`config.mk`:
```
export PLATFORM = sky130hd
export DESIGN_NAME = addsub_seq_ctrl
export DESIGN_NICKNAME = d
export VERILOG_FILES = /design/src/rtl/addsub_pkg.sv /design/src/rtl/nibble_addsub.sv /design/src/rtl/addsub_seq_ctrl.sv
export SDC_FILE = /design/constraint.sdc
export NUM_CORES = 1
export LEC_CHECK = 0
export ABC_AREA = 1
export CORE_MARGIN = 2
export CORE_UTILIZATION = 51
export CTS_CLUSTER_SIZE = 40
export DETAILED_ROUTE_END_ITERATION = 16
export GPL_TIMING_DRIVEN = 0
export PLACE_DENSITY_LB_ADDON = 0.2
export SYNTH_ARGS = -nofsm -noshare
export SYNTH_HDL_FRONTEND = slang
export SYNTH_HIERARCHICAL = 1
export SYNTH_SLANG_ARGS = --single-unit
```
`constraint.sdc`:
```
create_clock -name clk -period 11.1 [get_ports clk]
set_input_delay 3.33 -clock clk [delete_from_list [all_inputs] [get_ports clk]]
set_output_delay 3.33 -clock clk [all_outputs]
set_load 0.005 [all_outputs]
```
`src/rtl/addsub_pkg.sv`:
```
// addsub_pkg: shared FSM state type, slice width and op encoding for the sequential add/subtract block.
package addsub_pkg;
    typedef enum logic [1:0] {IDLE, RUN, DONE} state_t;
    localparam int SLICE_W = 4;
    localparam logic OP_ADD = 1'b0;
    localparam logic OP_SUB = 1'b1;
endpackage

```
`src/rtl/nibble_addsub.sv`:
```
// nibble_addsub: combinational W-bit add/subtract slice, s = a + (b ^ {W{sub}}) + cin.
// Ports: a, b (W-bit operands), sub (invert b), cin (carry in), s (W-bit result), cout (carry out).
module nibble_addsub
    import addsub_pkg::*;
#(
    parameter int W = SLICE_W
) (
    input  logic [W-1:0] a,
    input  logic [W-1:0] b,
    input  logic         sub,
    input  logic         cin,
    output logic [W-1:0] s,
    output logic         cout
);
    assign {cout, s} = {1'b0, a} + {1'b0, b ^ {W{sub}}} + {{W{1'b0}}, cin};
endmodule

```
`src/rtl/addsub_seq_ctrl.sv`:
```
// addsub_seq_ctrl: WIDTH-bit add/subtract computed one SLICE-bit slice per clock through a shared slice.
// Ports: clk, rst (async, active-high); request handshake req_valid/req_ready with op_a, op_b, op_sub;
// response handshake rsp_valid/rsp_ready with sum, cout (subtract: 1 = no borrow), ovf (signed overflow);
// busy is high while an operation is in flight or waiting to be taken.
// Build option ADDSUB_SEQ_ACC_EN adds acc_sel and an accumulator that captures every delivered sum
// and can replace op_a on accept.
module addsub_seq_ctrl
    import addsub_pkg::*;
#(
    parameter int WIDTH = 16,
    parameter int SLICE = SLICE_W
) (
    input  logic             clk,
    input  logic             rst,
    input  logic             req_valid,
    output logic             req_ready,
    input  logic [WIDTH-1:0] op_a,
    input  logic [WIDTH-1:0] op_b,
    input  logic             op_sub,
`ifdef ADDSUB_SEQ_ACC_EN
    input  logic             acc_sel,
`endif
    output logic             rsp_valid,
    input  logic             rsp_ready,
    output logic [WIDTH-1:0] sum,
    output logic             cout,
    output logic             ovf,
    output logic             busy
);
    localparam int N  = WIDTH / SLICE;
    localparam int IW = (N > 1) ? $clog2(N) : 1;

    if (WIDTH % SLICE != 0) begin : g_bad_width
        $error("WIDTH must be a multiple of SLICE");
    end

    state_t            state, state_nx;
    logic [IW-1:0]     idx;
    logic              carry;
    logic [WIDTH-1:0]  a_r, b_r;
    logic              sub_r;
    logic [SLICE-1:0]  s_s;
    logic              s_cout;
    logic              accept, last;
    logic [WIDTH-1:0]  a_in;

    assign req_ready = (state == IDLE) && !rst;
    assign rsp_valid = (state == DONE);
    assign busy      = (state != IDLE);
    assign accept    = req_valid && req_ready;
    assign last      = (idx == IW'(N - 1));

`ifdef ADDSUB_SEQ_ACC_EN
    logic [WIDTH-1:0] acc;
    assign a_in = acc_sel ? acc : op_a;
    always_ff @(posedge clk or posedge rst) begin
        if (rst)
            acc <= '0;
        else if (rsp_valid && rsp_ready)
            acc <= sum;
    end
`else
    assign a_in = op_a;
`endif

    nibble_addsub #(.W(SLICE)) u_slice (
        .a    (a_r[idx*SLICE +: SLICE]),
        .b    (b_r[idx*SLICE +: SLICE]),
        .sub  (sub_r),
        .cin  (carry),
        .s    (s_s),
        .cout (s_cout)
    );

    always_comb begin
        state_nx = state;
        case (state)
            IDLE:    state_nx = accept ? RUN : IDLE;
            RUN:     state_nx = last ? DONE : RUN;
            DONE:    state_nx = rsp_ready ? IDLE : DONE;
            default: state_nx = IDLE;
        endcase
    end

    always_ff @(posedge clk or posedge rst) begin
        if (rst)
            state <= IDLE;
        else
            state <= state_nx;
    end

    always_ff @(posedge clk or posedge rst) begin
        if (rst) begin
            idx   <= '0;
            carry <= 1'b0;
            a_r   <= '0;
            b_r   <= '0;
            sub_r <= OP_ADD;
            sum   <= '0;
            cout  <= 1'b0;
            ovf   <= 1'b0;
        end else if (state == IDLE && accept) begin
            a_r   <= a_in;
            b_r   <= op_b;
            sub_r <= op_sub;
            carry <= op_sub;
            idx   <= '0;
        end else if (state == RUN) begin
            sum[idx*SLICE +: SLICE] <= s_s;
            carry <= s_cout;
            idx   <= idx + 1'b1;
            if (last) begin
                cout <= s_cout;
                // top result bit comes straight from the slice on the final pass
                ovf  <= (a_r[WIDTH-1] ^ s_s[SLICE-1]) & (b_r[WIDTH-1] ^ sub_r ^ s_s[SLICE-1]);
            end
        end
    end
endmodule

```
==> results.md <==
* Mapped cell area at 2800 um^2
* Endpoints failing setup at 0
* CP endpoint kind: output pin
* Gr busiest metal: met2
* Met2 Track Usage GR at 35.86%
* DR pass1 iterations at 4
* Post-CTS Setup Inserts at 0
* Die width at 78.10 um
* Pre-CTS WS at 2.887 ns
* Multi-input gate area at 1212 um^2
* Grt ovf at 0
* Sequential share of the synthesized area at 50.04%
* Htree depth at 2
* RSZ-0062 raised after global routing: false
* Largest delay contributor family on the critical path: buffers and inverters
* Clk slew on worst S/H paths at 0.09 ns
* Die area at 6100 um^2
* Clock Root Buffer: clkbuf_8
* Worst-Skew Late Latency at 0.31 ns
* Status: finished clean
* Final setup skew at 0.007049 ns
* Avg Cell Area, Syn at 7.910 um^2
* Leakage at 1.887 nW
* DR vias at 2,460
* ANT cells at 0
* Routed wire per std cell at 12.18 um
* Final Hold Fails at 0
* Net count after synthesis at 401
* Fin Setup TNS at 0 ns
* Largest net degree at the start of global routing at 34
* Synth Register Bits at 56
* CP Class: input port to output pin
* CP arrival at 4.83 ns
* Worst min path class: flop to flop
* WP data required at 7.77 ns
* Maximum clock path buffer count at 2
* Worst slew margin at 62.05%
* Fin crit share at 73.55%
* First-pass GRT wire length at 10.41 mm
* Fmax at 0.1225 GHz
* Final core occ at 69.25%
* Met3 Usage GRT at 4.368%
* DPL Wire Length at 4.449 mm
* Total GRT Usage at 21.45%
* Cell mode on critical path: clkdlybuf4s50_1
* Synth warnings at 6
* DRC at 0
* Core area at 5205 um^2
* Worst Tran Pin Value at 0.5685 ns
* Number of global-route vias before repair at 2,337
* Starting Density at 53.80%
* PwrDens at 314.6 nW/um^2
* Sink Count at 56
* Min Clock Period, post-route at 8.164 ns
* Netlist cell types at 24
* Starting DRC count in detailed routing at 142
* Crit path max fanout at 26
* Initial antenna violation count at 0
* Antenna viol nets, final at 0
* Critical path's largest stage delay at 0.49 ns
* Critical-path cell list: clkdlybuf4s50_1 > inv_2 > nand2_1 > inv_1 > clkdlybuf4s50_1
* Final WS setup at 2.936 ns
* Total Power at 1.134 mW
* CTS resizes at 0
* Grt met1 use at 28.44%
* Post-Syn Instances at 354
* CP bufs+invs at 4
* Critical-path top delay cell: clkdlybuf4s50_1
* Die Y-Extent at 78.10 um
* # hold bufs at CTS at 0
* Post-DR vias/cell at 5.020
* Nets@finish at 466
* Share of cells above drive strength 1 at 7.857%
* Max IR drop VDD at 158.2 uV
* I/O Pins at 58
* Synthesis-to-layout area growth at 28.73%
* Port-buffer cells at 57
* Reg area at 1401 um^2
* GPL Wtd Cong at 0.8113
* Worst setup SP type: input port
* CTS tree: built
* Inserted Clock Buffers at 5
* Count of pins over their slew limit at 0
* Max Cap Viol at 0
* Final WL at 5.969 mm
* Cell Rows at 26
* FILL cells at 462
power breakdown:
group	switching (mW)	internal, mW
combinational	0.376	0.257
sequential	0.0634	0.294
clock	0.0645	0.0796
kinds of logic (layout without fill, tap and decap cells):
logic type	after synthesis	after routing	synth area share, %
compound gates	38	38	7.239
buf+inv	41	107	6.657
xor+xnor	5	5	1.564
flops	56	56	50.04
fa+ha+maj	10	10	5.005
simple gates	204	204	29.49
sequential cells by signal, summed over array words and instances (netlist names):
name,cells
a_r,16
b_r,16
sum,16
idx,2
state,2
carry,1
cout,1
ovf,1
sub_r,1
synthesized netlist by cell type:
cell type / instances / area [um^2]
nand2_1: 162 / 608.1
dfrtp_1: 56 / 1401
inv_1: 28 / 105.1
o21ai_0: 26 / 130.1
nor2_1: 22 / 82.58
nand3_1: 9 / 45.04
ha_1: 8 / 100.1
buf_2: 7 / 35.03
o22ai_1: 6 / 37.54
a21oi_1: 4 / 20.02
nand2_2: 4 / 25.02
nor2_2: 4 / 25.02
xor2_1: 4 / 35.03
buf_6: 3 / 33.78
fa_1: 2 / 40.04
clkbuf_1: 1 / 3.750
clkinv_2: 1 / 5.000
inv_2: 1 / 3.750
nand2_4: 1 / 11.26
nand3_4: 1 / 17.52
nor2_4: 1 / 11.26
o21bai_1: 1 / 7.510
o31ai_1: 1 / 7.510
xnor2_1: 1 / 8.760
worst paths after layout:
| path | start | to | slack [ns] | cells past startpoint |
|---|---|---|---|---|
| min in group asynchronous | rst | cout | 3.39 | 2 |
| worst max register to register | idx[0] | sum[6] | 8.27 | 13 |
| worst max-delay path | rst | req_ready | 2.94 | 5 |
| max in group asynchronous | rst | sum[2] | 7.14 | 3 |
| worst min-delay path | b_r[6] | b_r[6] | 0.48 | 2 |
| worst min register to register | b_r[6] | b_r[6] | 0.48 | 2 |
cell type report:
type | instances | share of cell area, %
Timing Repair Buffer | 58 | 16.38
Clock buffer | 7 | 2.673
Inverter | 30 | 3.159
Multi-Input combinational cell | 257 | 33.63
Tap cell | 70 | 2.430
Buffer | 11 | 2.013
Sequential cell | 56 | 38.88
Clock inverter | 1 | 0.8330
placed cells by master, fill, tap and decap left out, types with 2 or more instances in the layout:
| cell | Yosys | layout |
|---|---|---|
| nand2_1 | 162 | 162 |
| inv_1 | 28 | 27 |
| o22ai_1 | 6 | 6 |
| nand3_1 | 9 | 9 |
| nor2_2 | 4 | 4 |
| clkdlybuf4s50_1 | 0 | 57 |
| dfrtp_1 | 56 | 56 |
| buf_6 | 3 | 3 |
| nor2_1 | 22 | 22 |
| a21oi_1 | 4 | 4 |
| inv_2 | 1 | 2 |
| fa_1 | 2 | 2 |
| o21ai_0 | 26 | 26 |
| xor2_1 | 4 | 4 |
| clkbuf_8 | 0 | 7 |
| buf_2 | 7 | 7 |
| ha_1 | 8 | 8 |
| nand2_2 | 4 | 4 |
worst register-to-register path: cells and delay by family (launching register included):
kind	cells	cell delay (ns)
AND/OR/NAND/NOR	5	0.50
XOR/XNOR	2	0.38
adder cells (fa/ha/maj)	2	0.61
flip-flops	1	0.52
buffers and inverters	3	0.59
AO/OA/AOI/OAI	1	0.19
per-stage QoR:
stage	hold slack [ns]	std cells	area (um^2)
finish	0.4827	490	3605
global route	0.5099	490	3605
CTS	0.4850	490	3605
detailed placement	0.4601	482	3478
global placement	0.4591	481	3458
floorplan	0.4436	354	2800
layer usage:
layer | share of wire, % | vias up
met5 | 0 | -
met1 | 46 | 1160
met3 | 4.9 | 6
met4 | 1.2 | 0
li1 | - | 1224
met2 | 47 | 70
No activity file was read; power rests on OpenSTA's default activity.
